**config.mk**
```make
export PLATFORM = sky130hd
export DESIGN_NAME = alu_seq
export DESIGN_NICKNAME = d
export VERILOG_FILES = /design/src/rtl/alu_seq_pkg.sv /design/src/rtl/alu_seq_iter.sv /design/src/rtl/alu_seq.sv
export SDC_FILE = /design/constraint.sdc
export NUM_CORES = 1
export LEC_CHECK = 0
export ABC_AREA = 0
export ABC_CLOCK_PERIOD_IN_PS = 6100
export BUFFER_PORTS_ARGS = -buffer_cell sky130_fd_sc_hd__buf_2
export CORE_AREA = 2 2 83 93
export DETAILED_ROUTE_END_ITERATION = 10
export DIE_AREA = 0 0 85 95
export GPL_TIMING_DRIVEN = 0
export PLACE_DENSITY_LB_ADDON = 0.2
export SLEW_MARGIN = 15
export SYNTH_ARGS = -nofsm -noshare
export SYNTH_HDL_FRONTEND = slang
export SYNTH_SLANG_ARGS = --single-unit
```
**constraint.sdc**
```tcl
create_clock -name CLK -period 6.1 [get_ports CLK]
set_input_delay 0.915 -clock CLK [delete_from_list [all_inputs] [get_ports CLK]]
set_output_delay 0.915 -clock CLK [all_outputs]
set_load 0.05 [all_outputs]
```
**src/rtl/alu_seq_pkg.sv**
```systemverilog
// Shared types for the sequential ALU: op codes, FSM states
// and the helper that classifies multi-cycle operations.
package alu_seq_pkg;

    typedef enum logic [2:0] {
        ADD  = 3'd0,
        SUB  = 3'd1,
        CEQ  = 3'd2,
        CLT  = 3'd3,
        PASS = 3'd4,
        SHLN = 3'd5,
        SHRN = 3'd6,
        MUL  = 3'd7
    } alu_seq_op_e;

    typedef enum logic [1:0] {
        IDLE = 2'd0,
        EXEC = 2'd1,
        FIN  = 2'd2
    } alu_state_e;

    function automatic logic is_multicycle(alu_seq_op_e op);
        return (op == SHLN) || (op == SHRN) || (op == MUL);
    endfunction

endpackage

```
**src/rtl/alu_seq_iter.sv**
```systemverilog
// Iterative engine for SHLN/SHRN/MUL: accumulator, counter, step.
// Ports: load/step control, captured op/operands/cin in; last flag
// and the post-step result (lo, hi, overflow) out.
module alu_seq_iter
    import alu_seq_pkg::*;
#(
    parameter int WIDTH = 8,
    parameter int CNT_W = $clog2(WIDTH) + 1
) (
    input  logic             clk,
    input  logic             rst_n,
    input  logic             load,
    input  logic             step,
    input  alu_seq_op_e      op,
    input  logic [WIDTH-1:0] a,
    input  logic [WIDTH-1:0] b,
    input  logic             cin,
    output logic             last,
    output logic [WIDTH-1:0] res_lo,
    output logic [WIDTH-1:0] res_hi,
    output logic             res_ov
);

    logic [WIDTH-1:0] acc_q, acc_d, hi_q, hi_d, mc_q, mc_d;
    logic             ov_q, ov_d, cin_q, cin_d;
    logic [CNT_W-1:0] cnt_q, cnt_d;
    alu_seq_op_e      op_q, op_d;

    logic [WIDTH-1:0] acc_n, hi_n;
    logic             ov_n;
    logic [WIDTH:0]   psum;

    // One step of the selected operation. For MUL, {hi,acc} holds the
    // partial product with the multiplier draining out of acc's LSB.
    always_comb begin
        acc_n = acc_q;
        hi_n  = hi_q;
        ov_n  = ov_q;
        psum  = {1'b0, hi_q} + (acc_q[0] ? {1'b0, mc_q} : '0);
        case (op_q)
            SHLN:    {ov_n, acc_n} = {acc_q, cin_q};
            SHRN:    {acc_n, ov_n} = {cin_q, acc_q};
            MUL:     {hi_n, acc_n} = {psum, acc_q[WIDTH-1:1]};
            default: ;
        endcase
    end

    always_comb begin
        acc_d = acc_q;
        hi_d  = hi_q;
        mc_d  = mc_q;
        ov_d  = ov_q;
        cin_d = cin_q;
        cnt_d = cnt_q;
        op_d  = op_q;
        if (load) begin
            op_d  = op;
            acc_d = (op == MUL) ? b : a;
            hi_d  = '0;
            mc_d  = a;
            ov_d  = 1'b0;
            cin_d = cin;
            cnt_d = (op == MUL) ? CNT_W'(WIDTH)
                                : {1'b0, b[CNT_W-2:0]};
        end else if (step) begin
            acc_d = acc_n;
            hi_d  = hi_n;
            ov_d  = ov_n;
            cnt_d = cnt_q - CNT_W'(1);
        end
    end

    always_ff @(posedge clk) begin
        if (!rst_n) begin
            acc_q <= '0;
            hi_q  <= '0;
            mc_q  <= '0;
            ov_q  <= 1'b0;
            cin_q <= 1'b0;
            cnt_q <= '0;
            op_q  <= ADD;
        end else begin
            acc_q <= acc_d;
            hi_q  <= hi_d;
            mc_q  <= mc_d;
            ov_q  <= ov_d;
            cin_q <= cin_d;
            cnt_q <= cnt_d;
            op_q  <= op_d;
        end
    end

    assign last   = (cnt_q == CNT_W'(1));
    assign res_lo = acc_n;
    assign res_hi = (op_q == MUL) ? hi_n : '0;
    assign res_ov = (op_q == MUL) ? (|hi_n) : ov_n;

endmodule

```
**src/rtl/alu_seq.sv**
```systemverilog
// Clocked ALU with FLAG/OVERFLOW registers and START/BUSY/DONE handshake.
// Ports: CLK, RESET_N, START, OP, CARRY_EN, INPUTA, INPUTB in;
// BUSY, DONE, OUT, OUT_HI, FLAG, OVERFLOW out.
module alu_seq
    import alu_seq_pkg::*;
#(
    parameter int WIDTH = 8,
    localparam int CNT_W = $clog2(WIDTH) + 1
) (
    input  logic             CLK,
    input  logic             RESET_N,
    input  logic             START,
    input  logic [2:0]       OP,
    input  logic             CARRY_EN,
    input  logic [WIDTH-1:0] INPUTA,
    input  logic [WIDTH-1:0] INPUTB,
    output logic             BUSY,
    output logic             DONE,
    output logic [WIDTH-1:0] OUT,
    output logic [WIDTH-1:0] OUT_HI,
    output logic             FLAG,
    output logic             OVERFLOW
);

    alu_state_e       state_q, state_d;
    logic [WIDTH-1:0] out_q, out_d, hi_q, hi_d;
    logic             flag_q, flag_d, ov_q, ov_d;

    alu_seq_op_e      op;
    logic             cin, accept, multi;
    logic [WIDTH:0]   sum, diff;
    logic             it_last, it_ov;
    logic [WIDTH-1:0] it_lo, it_hi;

    assign op     = alu_seq_op_e'(OP);
    assign cin    = CARRY_EN & ov_q;
    assign accept = (state_q == IDLE) && START;
    // A shift by zero completes like a single-cycle op.
    assign multi  = is_multicycle(op) &&
                    ((op == MUL) || (INPUTB[CNT_W-2:0] != '0));
    assign sum    = {1'b0, INPUTA} + {1'b0, INPUTB} + {{WIDTH{1'b0}}, cin};
    // Bit WIDTH of the extended difference is the borrow.
    assign diff   = {1'b0, INPUTA} - {1'b0, INPUTB} - {{WIDTH{1'b0}}, cin};

    alu_seq_iter #(.WIDTH(WIDTH), .CNT_W(CNT_W)) u_iter (
        .clk    (CLK),
        .rst_n  (RESET_N),
        .load   (accept && multi),
        .step   (state_q == EXEC),
        .op     (op),
        .a      (INPUTA),
        .b      (INPUTB),
        .cin    (cin),
        .last   (it_last),
        .res_lo (it_lo),
        .res_hi (it_hi),
        .res_ov (it_ov)
    );

    always_ff @(posedge CLK) begin
        if (!RESET_N) state_q <= IDLE;
        else          state_q <= state_d;
    end

    always_comb begin
        state_d = state_q;
        unique case (state_q)
            IDLE:    if (START) state_d = multi ? EXEC : FIN;
            EXEC:    if (it_last) state_d = FIN;
            FIN:     state_d = IDLE;
            default: state_d = IDLE;
        endcase
    end

    always_comb begin
        BUSY = (state_q == EXEC);
        DONE = (state_q == FIN);
    end

    // Result registers load on the edge that enters FIN.
    always_comb begin
        out_d  = out_q;
        hi_d   = hi_q;
        flag_d = flag_q;
        ov_d   = ov_q;
        if (accept && !multi) begin
            hi_d = '0;
            unique case (op)
                ADD:  {ov_d, out_d} = sum;
                SUB:  {ov_d, out_d} = diff;
                CEQ:  begin
                    flag_d = (INPUTA == INPUTB);
                    out_d  = '0;
                    ov_d   = 1'b0;
                end
                CLT:  begin
                    flag_d = (INPUTA < INPUTB);
                    out_d  = '0;
                    ov_d   = 1'b0;
                end
                PASS: out_d = INPUTB;
                SHLN: out_d = INPUTA;
                SHRN: out_d = INPUTA;
                MUL:  out_d = INPUTA;
            endcase
        end else if ((state_q == EXEC) && it_last) begin
            out_d = it_lo;
            hi_d  = it_hi;
            ov_d  = it_ov;
        end
    end

    always_ff @(posedge CLK) begin
        if (!RESET_N) begin
            out_q  <= '0;
            hi_q   <= '0;
            flag_q <= 1'b0;
            ov_q   <= 1'b0;
        end else begin
            out_q  <= out_d;
            hi_q   <= hi_d;
            flag_q <= flag_d;
            ov_q   <= ov_d;
        end
    end

    assign OUT      = out_q;
    assign OUT_HI   = hi_q;
    assign FLAG     = flag_q;
    assign OVERFLOW = ov_q;

endmodule

```
==> run metrics <==
Total Wirelength=12100 um; initial antenna violation count=0; # clock sinks=53; CTS tree=built; post-route ant nets=0; Max Buffers Root-to-Sink=2; vias in the first global route=4090; f_max=0.292 GHz; delay-heaviest family, CP=compound AO/OA/AOI/OAI gates; gr ovfl total=0; Crit path largest cell delay=0.43 ns; Die Area=8080 um^2; clk_lat worst skew=0.32 ns; Hold Vio Cnt, Final=0; largest net degree at the start of global routing=17; via count of the routed design=4217; synthesized instance count=547; pre-CTS setup slack=2.42 ns; Final GP Congestion=0.931; setup bufs post-CTS=0; area grow syn2layout=10.6%; Synth Register Bits=53; Clk pin slew, worst setup/hold paths=0.10 ns; asr flop ratio synth=0%; worst-path fanout max=6; min Tclk post-route=3.42 ns; Core Region=7230 um^2; drc violations=0; commonest non-fill, non-tap cell in the layout=nand2_1; max-cap violation count=0; cts-stage hold buffer count=0; Synth area leader=dfxtp_1; Yosys warning count=0; sequential share of the synthesized area=25.2%; Worst Hold Class=flip-flop to flip-flop; diode count=0; critical path type=input pin to flip-flop; final slew viol count=0; crit path cell chain=buf_2, inv_1, ha_1, inv_1, ha_1, nor3_1, a21boi_1, nor2_1, a2111o_1, a31oi_1, o41a_1; Slew @ Worst Pin=0.636 ns; Mapped Area=4210 um^2; CP arrival=3.69 ns; I/O Pins=43; syn avg cell area=7.70 um^2; first-pass GRT wire length=19600 um; RSZ-0062 raised after global routing=false; Synth top area share=25.2%; Main synth FF type=dfxtp_1; Final Non-Filler Cells=683; most frequent cells in the layout=nand2_1, dfxtp_1, buf_2; CP startpoint kind=input pin; post-route worst setup slack=2.68 ns; worst vdd ir=0.141 mV; Initial DRC Count=183; WP data required=6.37 ns; buffers and inverters on the worst path=3; Post-DP HPWL=9720 um; All-Layer GR Usage=30.7%; CTS Buf Count=5; CTS resizes=0; status=completed; PD cells=200 nW/um^2; placed insts=675; EDFF count, synth=0; Die Wd=85 um; final net count=662; Die H=95 um; Initial DRT Pass Iterations=7; H-tree Lvls=2; Starting Density=58.3%; fin crit share=56.1%; Slowest-stage cell, CP=a2111o_1; vias per cell=6.17; share of cells above drive strength 1=11.2%; Slew headroom=57.3%; clk_skew=0.0112 ns; Buffers on Ports=41; Leak=1.97 nW; count of cell types in the netlist=71; drt wl/cell=17.7 um; Net Count, Synth=614; CTS root buffer=clkbuf_8; final setup vio count=0; critical path endpoint category=flip-flop; Final TNS setup=0 ns; cells taking the most area after synthesis=dfxtp_1, ha_1, nand2_1; row count=33
==> layer usage <==
metal  global-route usage, %  part of all wire, %  vias to the layer above
li1                        -                    -                     2045
met3                    3.76                  4.7                       52
met4                    18.5                  6.0                        0
met5                       0                    0                        -
met1                    34.3                   40                     1969
met2                    55.5                   50                      151
==> layout make-up <==
class	instances	area, um^2
Inverter	41	155
Multi-Input combinational cell	426	2890
Fill cell	680	2570
Sequential cell	53	1060
Buffer	27	105
Clock inverter	3	65.1
Timing Repair Buffer	41	205
Clock buffer	5	68.8
Tap cell	87	109
==> path summary, 6_finish.rpt <==
check | start | to | slack (ns) | cells after the start
setup / recovery | INPUTA[3] | OVERFLOW | 2.68 | 11
hold / removal | OUT_HI[5] | OUT_HI[5] | 0.46 | 2
setup reg to reg | OVERFLOW | OUT[7] | 3.00 | 10
hold reg to reg | OUT_HI[5] | OUT_HI[5] | 0.46 | 2
==> Yosys cell counts, types with 10 or more instances <==
cell type,n
nand2_1,77
dfxtp_1,53
nor2_1,40
a21oi_1,39
ha_1,39
inv_1,39
clkbuf_1,20
o21ai_0,17
o211ai_1,16
a22oi_1,14
xnor2_1,12
a22o_1,11
and2_1,11
and3_1,10
nor3_1,10
==> state kept, by name, summed over array words and instances (netlist names), 2 cells and up <==
| register | flops |
|---|---|
| OUT | 8 |
| OUT_HI | 8 |
| u_iter.acc_q | 8 |
| u_iter.hi_q | 8 |
| u_iter.mc_q | 8 |
| u_iter.cnt_q | 4 |
| u_iter.op_q | 3 |
| state_q | 2 |
==> stage by stage <==
step	total power [mW]	utilization [%]	area, um^2	hold slack (ns)
4_1_cts	0.931	64.5	4660	0.462
2_1_floorplan	0.575	-	4210	0.432
3_5_place_dp	0.650	62.6	4520	0.448
3_3_place_gp	0.645	62.6	4520	0.442
6_report	0.933	64.5	4660	0.458
5_1_grt	0.978	64.5	4660	0.486
==> cells by family (layout without fill, tap and decap cells) <==
| logic type | count (synthesis) | count (layout) | synth area share, % |
|---|---|---|---|
| flip-flops | 53 | 53 | 25.2 |
| AO/OA/AOI/OAI | 166 | 166 | 28.1 |
| AND/OR/NAND/NOR | 194 | 194 | 21.9 |
| XOR/XNOR | 18 | 18 | 3.74 |
| multiplexers | 4 | 4 | 0.981 |
| buffers and inverters | 68 | 117 | 6.18 |
| adder cells (fa/ha/maj) | 44 | 44 | 14.0 |
==> worst min-delay path, stage by stage (launching register included) <==
cell and delay (ns):
dfxtp_1 0.32, nand2_1 0.05, a21oi_1 0.05
==> power by group <==
part	switching, mW	leakage (nW)	internal [mW]	total, mW
Clock	0.123	0.0681	0.163	0.286
Sequential	0.0148	0.431	0.363	0.378
Combinational	0.171	1.47	0.0976	0.269
Power figures use the tool's default switching activity.
